`src/rtl/seg7_reader.sv`:
```
// seg7_reader: collects DIGITS active-low seven-segment patterns and emits one decoded frame
// Ports: clk/rst (sync, active-high); seg_valid/seg_ready/seg_in pattern input;
//        word_valid/word_ready/word_out/dp_mask/word_err frame output; err_cnt error counter.
// Error counter is built only when SEG7_READER_ERRCNT_EN is defined; otherwise err_cnt is 0.
module seg7_reader #(
  parameter int DIGITS = 8
) (
  input  logic                  clk,
  input  logic                  rst,
  input  logic                  seg_valid,
  output logic                  seg_ready,
  input  logic [7:0]            seg_in,
  output logic                  word_valid,
  input  logic                  word_ready,
  output logic [4*DIGITS-1:0]   word_out,
  output logic [DIGITS-1:0]     dp_mask,
  output logic                  word_err,
  output logic [7:0]            err_cnt
);
  localparam int W = 4 * DIGITS;
  typedef enum logic {COLLECT, HOLD} state_t;
  state_t state_q, state_d;
  logic [3:0] cnt_q, cnt_d;
  logic [W-1:0] word_q, word_d;
  logic [DIGITS-1:0] dp_q, dp_d;
  logic err_q, err_d;
  logic [3:0] nib;
  logic bad, accept, done;
  assign seg_ready  = state_q == COLLECT;
  assign word_valid = state_q == HOLD;
  assign accept     = seg_valid && seg_ready;
  assign done       = word_valid && word_ready;
  assign word_out   = word_q;
  assign dp_mask    = dp_q;
  assign word_err   = err_q;
  // dp bit forced high so the table matches on segments a..g only
  always_comb begin
    nib = 4'h0;
    bad = 1'b0;
    case ({seg_in[7:1], 1'b1})
      8'h03: nib = 4'h0;
      8'h9F: nib = 4'h1;
      8'h25: nib = 4'h2;
      8'h0D: nib = 4'h3;
      8'h99: nib = 4'h4;
      8'h49: nib = 4'h5;
      8'h41: nib = 4'h6;
      8'h1F: nib = 4'h7;
      8'h01: nib = 4'h8;
      8'h09: nib = 4'h9;
      8'h11: nib = 4'hA;
      8'hC1: nib = 4'hB;
      8'h63: nib = 4'hC;
      8'h85: nib = 4'hD;
      8'h61: nib = 4'hE;
      8'h71: nib = 4'hF;
      default: bad = 1'b1;
    endcase
  end
  always_comb begin
    state_d = state_q;
    cnt_d   = cnt_q;
    word_d  = word_q;
    dp_d    = dp_q;
    err_d   = err_q;
    if (accept) begin
      word_d  = W'({word_q, nib});
      dp_d    = DIGITS'({dp_q, ~seg_in[0]});
      err_d   = err_q | bad;
      cnt_d   = cnt_q + 4'd1;
      state_d = (cnt_q == 4'(DIGITS - 1)) ? HOLD : COLLECT;
    end
    if (done) begin
      state_d = COLLECT;
      cnt_d   = 4'd0;
      err_d   = 1'b0;
    end
  end
  always_ff @(posedge clk) begin
    if (rst) begin
      state_q <= COLLECT;
      cnt_q   <= 4'd0;
      word_q  <= '0;
      dp_q    <= '0;
      err_q   <= 1'b0;
    end else begin
      state_q <= state_d;
      cnt_q   <= cnt_d;
      word_q  <= word_d;
      dp_q    <= dp_d;
      err_q   <= err_d;
    end
  end
`ifdef SEG7_READER_ERRCNT_EN
  logic [7:0] err_cnt_q, err_cnt_d;
  always_comb err_cnt_d = (accept && bad && err_cnt_q != 8'hFF) ? err_cnt_q + 8'd1 : err_cnt_q;
  always_ff @(posedge clk) begin
    err_cnt_q <= rst ? 8'h00 : err_cnt_d;
  end
  assign err_cnt = err_cnt_q;
`else
  assign err_cnt = 8'h00;
`endif
endmodule
```
`config.mk`:
```
export PLATFORM = sky130hd
export DESIGN_NAME = seg7_reader
export DESIGN_NICKNAME = d
export VERILOG_FILES = /design/src/rtl/seg7_reader.sv
export SDC_FILE = /design/constraint.sdc
export NUM_CORES = 1
export LEC_CHECK = 0
export ABC_AREA = 1
export CAP_MARGIN = 20
export CORE_MARGIN = 10
export CORE_UTILIZATION = 46
export CTS_CLUSTER_SIZE = 12
export DETAILED_ROUTE_END_ITERATION = 10
export MAX_ROUTING_LAYER = met4
export PLACE_DENSITY = 0.79
export RECOVER_POWER = 50
export SLEW_MARGIN = 20
export SYNTH_ARGS = -nofsm -noshare
export SYNTH_HDL_FRONTEND = slang
export SYNTH_SLANG_ARGS = --single-unit
```
`constraint.sdc`:
```
create_clock -name clk -period 1.41 [get_ports clk]
set_input_delay 0.423 -clock clk [delete_from_list [all_inputs] [get_ports clk]]
set_output_delay 0.423 -clock clk [all_outputs]
set_load 0.1 [all_outputs]
```
# Yosys cells after proc, flatten, opt, wreduce, memory -nomap -nowiden
# Index checks and enable logic that the tools add are counted.
[word_totals]
out_inout_bits = 51
memories = 0
latchBits = 0
input_bits = 12
word_cells = 33
mem_bits_ro = 0
mem_bits_rw = 0
ff_bits = 46
[classes]
n_div = 0
n_mul = 0
n_shift = 0
n_lt_le_gt_ge = 0
muxes = 3
eq_ne = 16
n_bitwise = 3
reduce_logical = 5
add_sub_neg = 1
[ops]
columns = ["operator", "n"]
rows = [
  ["$pmux 4 s15", 1],
  ["$eq 7x6->1 const B", 5],
  ["$eq 7x7->1 const B", 4],
  ["$reduce_or 16->1", 1],
  ["$eq 7x3->1 const B", 2],
  ["$eq 7x4->1 const B", 2],
  ["$eq 7x1->1 const B", 1],
  ["$eq 7x5->1 const B", 1],
  ["$logic_not 7->1", 1],
  ["$add 4x1->4 const B", 1],
  ["$eq 4x3->1 const B", 1],
  ["$logic_and 1x1->1", 2],
  ["$mux 1", 2],
  ["$not 1->1", 2],
  ["$reduce_or 2->1", 1],
  ["$or 1x1->1", 1],
]

# Logic depth before layout (Yosys ltp)
# Gate-level depths: netlist of the first run.
[depth]
depth_word = 4
depth_mapped = 10
mapped_depth_nobuf = 10

# Least setup slack after synthesis of the first run
# Ideal clock, no wire load.
[synth_path]
path_type = "reg-to-reg"
start = "reg state_q (netlist: word_valid)"
end = "reg word_q[1] (netlist: word_out[1])"
arrival_time_ns = 2.202
setup_time_ns = 0.118
t_required_ns = 1.292
setup_slack_ns = -0.910
path_buffers = 2
path_stages_with_launch = 8
period_less_slack_ns = 2.320
path_cell_list = "dfxtp_1 inv_2 nand2_2 inv_1 buf_4 buf_4 o211ai_1 inv_1"
[synth_between]
elab_chain_cells = 2
[synth_rtl]
columns = ["item", "line_no", "rtl"]
rows = [
  ["from (decl)", "22", "state_t state_q, state_d;"],
  ["from (signal assigned)", "87", "state_q <= state_d;"],
  ["$not 1->1", "29", "assign seg_ready = state_q == COLLECT;"],
  ["net seg_ready", "11", "output logic seg_ready,"],
  ["$logic_and 1x1->1", "31", "assign accept = seg_valid && seg_ready;"],
  ["to (signal assigned)", "89", "word_q <= word_d;"],
  ["to (decl)", "24", "logic [W-1:0] word_q, word_d;"],
]
# The timed path passes the listed nets, and every way through them passes these cells.
# A chain may end at the register's enable or synchronous reset.

# Final worst setup path of the first run
[layout_path]
start = "reg word_q[19] (netlist: word_out[19])"
end = "out word_out[19]"
[layout_rtl]
columns = ["item", "line_no", "rtl"]
rows = [
  ["to (decl)", "15", "output logic [4*DIGITS-1:0] word_out,"],
]
# No word-level cell between the ends.

==> metrics.md, run 1 <==
| Metric | Value |
|---|---|
| # DRC | 0 |
| Max Clk Rate | approximately 740 MHz |
| Vias | ~2,000 |
| Clock Skews | 0.00787 ns |
| Antenna viol nets, final | 0 |
| Avg Cell Area, Syn | 6.84 sq um |
| Yosys warns | 0 |
| R2R depth | 6 |
| Reg2reg start | word_valid |
| Quantity of I/O buffers inserted on ports | 54 |
| Area leader, netlist | dfxtp_1 |
| Root buf cell | clkbuf_8 |
| Initial Utilization | 0.470 |
| Synth Area in XOR/XNOR | 0 |
| Top post-synthesis cells by area | dfxtp_1 (46%), nor2_1 (18%), o21ai_0 (10%) |
| Global-route wire length before repair | between 8000 and 9000 microns |
| Outcome | finished clean |
| Final Instance Area | between 3000 and 4000 sq um |
| CP peak stage delay | 0.43 ns |
| RePlAce Congestion | approximately 0.9 |
| CTS tree | yes |
| Initial antenna violation count | 0 |
| Finished Layout Cells | just over 400 |
| Crit share post-route | 0.960 |
| Vias in the first global route | between 1,500 and 2,000 |
| Drt pass-1 iters | 4 |
| Die area | about 7400 sq um |
| Final Hold Fails | 0 |
| First DRT Iteration DRCs | between 100 and 150 |
| Reg-to-reg setup timing slack | ~0.19 ns |
| Cell Area, Synth | between 2000 and 2500 sq um |
| DP Area | roughly 3000 sq um |
| Max Root-Sink Buffers | 2 |
| Post-synth top area share | 0.456 |
| Final min period | 1.35 ns |
| Worst Setup Path Type | register to output port |
| Worst Hold Path Cells | 2 |
| Final setup fails | 0 |
| Max-Cap Viols | 0 |
| Critical path origin | word_out[19] |
| Min-delay worst type | register to register |
| Post-layout net count | between 300 and 400 |
| Crit-path max FO | 3 |
| Dpl ws | -0.385 ns |
| Slowest cell on crit path | dfxtp_1 |
| Core area | ~4300 sq um |
| GRT Total Usage | 0.143 |
| Seq/Total Area, Yosys | 0.456 |
| Wire per inst | between 10 and 15 microns |
| Clock sinks | 46 |
| CTS buffer count | 5 |
| P per Cell Area | ~1200 nW/um^2 |
| Largest net degree at the start of global routing | 36 |
| Clock Latency Late Sink | around 0.3 ns |
| Synth Area in Compound Gates | 0.130 |
| Peak supply drop | roughly 0.63 mV |
| Largest delay contributor family on the critical path | flip-flops |
| Mux contribution to synthesized area | 0 |
| Simple-Gate Fraction of Synth Area | 0.302 |
| CP Capture Type | output port |
| CP bufs+invs | 1 |
| WP data arrival | 0.93 ns |
| Die X | around 86 microns |
| Synth unique cells | 21 |
| Min-delay src | word_err |
| Number of I/O pins | 63 |
| Total Wirelength | around 5200 microns |
| Share of layout cells above drive strength 1 | 0.218 |
| RSZ-0062 raised after global routing | false |
| WHS Endpoint | word_err |
| RR Endpoint | dp_mask[0] |
| Combinational family with the most area after synthesis | simple AND/OR/NAND/NOR gates |
| CTS clock-pin slew for the worst setup and hold paths | about 0.09 ns |
| Cells along the critical path | buf_12 |
| Static Leak | 1.43 nW |
| Final slew viol count | 0 |
| CP Launch Type | register |
| Inserted Diodes | 0 |
| Adder-Cell Fraction of Synth Area | 0.00620 |
| Area Overhead vs Synth | 53.1% |
| Via density | between 4 and 5 |
| DP HPWL | roughly 4000 microns |
| Critical path data required time | 0.99 ns |
| Row count | 24 |
| Post-route setup slack | about 0.057 ns |
| Die height | roughly 86 microns |
| Post-Syn Instances | 295 |
| H-tree levels | 2 |
| Placed Instances | 397 |
| Flops & latches, synth | between 40 and 50 |
| Congestion Overflow GR | 0 |
registers in the layout, indices dropped and copies added (netlist names):
| name | count |
|---|---|
| dp_mask | 8 |
| word_valid | 1 |
| cnt_q | 4 |
| word_err | 1 |
| word_out | 32 |
synthesized netlist by cell type:
cell      number
a211oi_1       1
a21oi_1        5
a21oi_2        2
buf_2          5
buf_4         10
clkbuf_1       6
conb_1         1
dfxtp_1       46
ha_1           1
inv_1         19
inv_2          4
nand2_1       38
nand2_2        3
nand3_1        6
nor2_1        97
nor2_2         2
nor3_1         4
nor3b_1        2
nor4_1         1
o211ai_1       1
o21ai_0       41
placed cells by master, fill, tap and decap left out, drive strengths merged:
| cell type | instances |
|---|---|
| conb | 8 |
| nor4 | 1 |
| nand3 | 6 |
| nor2 | 99 |
| a211oi | 1 |
| o211ai | 1 |
| clkinvlp | 1 |
| o21ai | 41 |
| nand2 | 41 |
| dlygate4sd2 | 7 |
| buf | 53 |
| a21oi | 7 |
| clkbuf | 6 |
| nor3 | 4 |
| ha | 1 |
| nor3b | 2 |
| clkdlybuf4s50 | 4 |
| inv | 23 |
| dfxtp | 46 |
| clkinv | 1 |
layer usage:
metal  global-route usage  share of wire  up-vias
met4               0.0560          0.023        0
met3               0.0488          0.066        9
met5                    -              0        -
li1                     -              -     1024
met1                0.161           0.43      881
met2                0.231           0.48       53
kinds of logic after synthesis:
group / after synthesis
and+or+nand+nor: 153
AOI/OAI and AO/OA: 50
DFF: 46
buffers and inverters: 44
adders and majority gates: 1
other: 1
power breakdown:
part           leakage, nW  internal, mW  switching [mW]
Clock               0.0567         0.460           0.451
Sequential           0.381          1.38          0.0879
Combinational        0.988         0.352           0.840
worst max-delay path by stage:
| stage | endpoint | slack, ns | depth (start not counted) |
|---|---|---|---|
| floorplan | word_out[1] | 0.01 | 7 |
| finish | word_out[19] | 0.06 | 1 |
| global placement | word_err | -0.35 | 10 |
| detailed placement | word_out[3] | -0.38 | 10 |
| CTS | word_out[3] | 0.005 | 1 |
| global route | cnt_q[3] | 0.01 | 6 |
area by class of cell:
| cell class | instances | area [sq um] |
|---|---|---|
| multi-input cells | 212 | 927 |
| flip-flops and latches | 46 | 926 |
| fillers | 344 | 1200 |
| well taps | 52 | 65.1 |
| clock inverters | 2 | 13.8 |
| clock buffers | 6 | 93.8 |
| repair buffers | 64 | 962 |
| inverters | 23 | 103 |
metrics by stage:
stage	setup TNS, ns	util	hold WS [ns]	total power, mW
finish	0	0.720	0.490	3.57
global route	0	0.720	0.505	3.72
CTS	0	0.739	0.517	3.63
detailed placement	-10.89	0.714	0.505	2.74
global placement	-9.66	0.714	0.500	2.72
floorplan	0	-	0.478	2.30
repair_timing:
| item | in CTS | in global routing |
|---|---|---|
| hold endpoints to repair | 0 | 0 |
| hold buffers | 0 | 0 |
| setup buffers | 0 | 0 |
| setup endpoints to repair | 6 | 2 |
| resized for setup | 9 | 2 |
| cloned | 0 | 0 |
No activity file was read; power rests on OpenSTA's default activity.
==> inputs of run 2 (changes only) <==
--- a/config.mk
+++ b/config.mk
@@ -8,11 +8,12 @@
 export ABC_AREA = 1
 export CAP_MARGIN = 20
 export CORE_MARGIN = 10
-export CORE_UTILIZATION = 46
+export CORE_UTILIZATION = 48
+export CTS_BUF_LIST = sky130_fd_sc_hd__clkbuf_2
 export CTS_CLUSTER_SIZE = 12
 export DETAILED_ROUTE_END_ITERATION = 10
 export MAX_ROUTING_LAYER = met4
-export PLACE_DENSITY = 0.79
+export PLACE_DENSITY = 0.82
 export RECOVER_POWER = 50
 export SLEW_MARGIN = 20
 export SYNTH_ARGS = -nofsm -noshare
==> metrics.md, run 2 (synthesis results as in run 1) <==
| Metric | Value |
|---|---|
| Outcome | finished with violations |
| Failing checks | negative setup slack |
| Clock sinks | 46 (unchanged) |
| Largest net degree at the start of global routing | 28 (-22%) |
| CTS buffer count | 5 (unchanged) |
| GRT Total Usage | 0.197 (+0.0536) |
| Vias | 2,731 (+39%) |
| # DRC | 0 (unchanged) |
| Crit share post-route | 1.12 (+0.165) |
| Sw Pwr | 1.56 mW (+13%) |
| Final hold slack | 0.491 ns (+0.000654 ns) |
| Largest register FFs | 32 (unchanged) |
| Die area | 7200 sq um (-3.2%) |
| First DRT Iteration DRCs | 289 (+170%) |
| Dpl ws | -0.429 ns (-0.0442 ns) |
| Total Wirelength | 10,400 microns (+98%) |
| Max Clk Rate | 631 MHz (-15%) |
| Min-delay worst type | input port to register |
| Antenna viol nets, final | 0 (unchanged) |
| Worst Setup Path Type | input port to register |
| Clock Latency Late Sink | 0.46 ns (+0.16 ns) |
| Largest delay contributor family on the critical path | simple AND/OR/NAND/NOR gates |
| Max Root-Sink Buffers | 2 (unchanged) |
| CP bufs+invs | 2 (+1) |
| WP data arrival | 2.00 ns (+1.07 ns) |
| Initial antenna violation count | 1 (+1) |
| P per Cell Area | 961 nW/um^2 (-17%) |
| Power, Total | 3.59 mW (+0.67%) |
| DP HPWL | 4530 microns (+12%) |
| CP peak stage delay | 0.56 ns (+0.13 ns) |
| Setup TNS | -4.28 ns (-4.28 ns) |
| Final setup fails | 69 (+69) |
| Clock Power Share | 0.167 (-0.088) |
| Number of I/O pins | 63 (unchanged) |
| Max-Cap Viols | 0 (unchanged) |
| Critical path data required time | 1.83 ns (+0.84 ns) |
| Slowest cell on crit path | clkdlybuf4s50_1 |
| Post-layout net count | 411 (+13%) |
| Most frequent cells in the layout | nor2_1 (87), buf_12 (46), buf_4 (44) |
| Quantity of I/O buffers inserted on ports | 54 (unchanged) |
| RePlAce Congestion | 0.897 (+1.5%) |
| Congestion Overflow GR | 0 (unchanged) |
| Initial Utilization | 0.501 (+0.0309) |
| Cells along the critical path | clkdlybuf4s50_1, nand2_1, nor2_1, nand2_1, o21ai_0, nor2_1, nand3_1, o211ai_1, inv_1 |
| CP Launch Type | input port |
| Comb power frac | 0.419 (+0.085) |
| Core area | 4030 sq um (-6.2%) |
| CTS tree | yes |
| Clock Skews | 0.0170 ns (+0.00913 ns) |
| Area Overhead vs Synth | 85.4% |
| Commonest non-fill, non-tap cell in the layout | nor2_1 |
| Global-route wire length before repair | 11,200 microns (+31%) |
| RSZ-0062 raised after global routing | true |
| Die height | 84.8 microns (-1.6%) |
| Share of layout cells above drive strength 1 | 0.444 (+0.225) |
| Drt pass-1 iters | 7 (+3) |
| Final slew viol count | 0 (unchanged) |
| Final min period | 1.59 ns (+0.232 ns) |
| Vias in the first global route | 2,385 (+30%) |
| Via density | 6.06 (+25%) |
| H-tree levels | 2 (unchanged) |
| Crit-path max FO | 4 (+1) |
| Seq pwr share | 0.414 (+0.003) |
| Peak supply drop | 0.634 mV (+0.41%) |
| Net Sw Frac | 0.435 (+0.0488) |
| Row count | 23 (-4.2%) |
| Final Hold Fails | 0 (unchanged) |
| CTS clock-pin slew for the worst setup and hold paths | 0.24 ns (+0.15 ns) |
| Finished Core Util | 0.929 (+0.209) |
| Root buf cell | clkbuf_2 |
| CP Capture Type | register |
| Wire per inst | 23.0 microns (+78%) |
| Post-route setup slack | -0.176 ns (-0.232 ns) |
| Int Pwr | 2.03 mW (-7.3%) |
| Die X | 84.8 microns (-1.6%) |
| Static Leak | 1.77 nW (+24%) |
run 2: changes by cell type in the layout (fill, tap and decap cells not counted), sizes merged, moves of 2 or more:
cell,before,now
buf,53,94
clkbuf,6,10
diode,0,2
dlygate4sd2,7,0
dlymetal6s2s,0,6
run 2: power groups by stage:
stage | combinational, mW | sequential (mW) | clock, mW
after floorplan | 0.304 | 1.99 | 0
after global placement | 1.22 | 1.50 | 0
after detailed placement | 1.24 | 1.51 | 0
after CTS | 1.33 | 1.47 | 0.537
after global routing | 1.54 | 1.49 | 0.633
final | 1.51 | 1.49 | 0.601
run 2: timing repair:
item	4_1_cts	5_1_grt
buffers inserted	30	9
hold buffers	0	0
gates cloned	0	5
resized for setup	51	51
pin swaps	0	7
endpoints found under the setup margin	43	67
run 2: layout make-up:
class | instances | area (sq um)
timing repair buffer | 109 | 1530
clock inverter | 2 | 8.76
sequential | 46 | 1010
antenna | 2 | 5.00
clock buffer | 6 | 30.0
inverter | 23 | 103
fill | 140 | 288
multi-input combinational | 212 | 986
tap | 50 | 62.6
timing repair inverter | 1 | 7.51
run 2: per-stage QoR:
step           instances  instance area, sq um
6_report             451                  3740
2_1_floorplan        302                  2070
3_3_place_gp         397                  3070
5_1_grt              450                  3740
4_1_cts              435                  3410
3_5_place_dp         397                  3070
run 2: metal layers:
layer  global-route usage  share of wire  up-vias  wire length (microns)
met5                    -              0        -                      0
met3               0.0526          0.093       85                    964
met4                0.103          0.088        0                    915
li1                     -              -     1121                      -
met1                0.175           0.33     1277                   3400
met2                0.371           0.49      248                   5090
run 2: worst register-to-register path, stage by stage, from the launching register on:
cell and delay [ns]:
dfxtp_4 0.44, inv_12 0.06, buf_4 0.13, nand2_8 0.07
clkinvlp_4 0.12, buf_12 0.13, buf_4 0.11, nand2_1 0.05
nor2_1 0.14, nand3_1 0.11, a21oi_2 0.14
run 2: final timing paths:
path	from	end	slack (ns)	cells past startpoint
max	seg_in[2]	word_out[1]	-0.18	9
min	seg_in[0]	dp_mask[0]	0.49	2
max reg2reg	word_valid	word_err	-0.14	10
min reg2reg	word_out[29]	word_out[29]	0.53	2
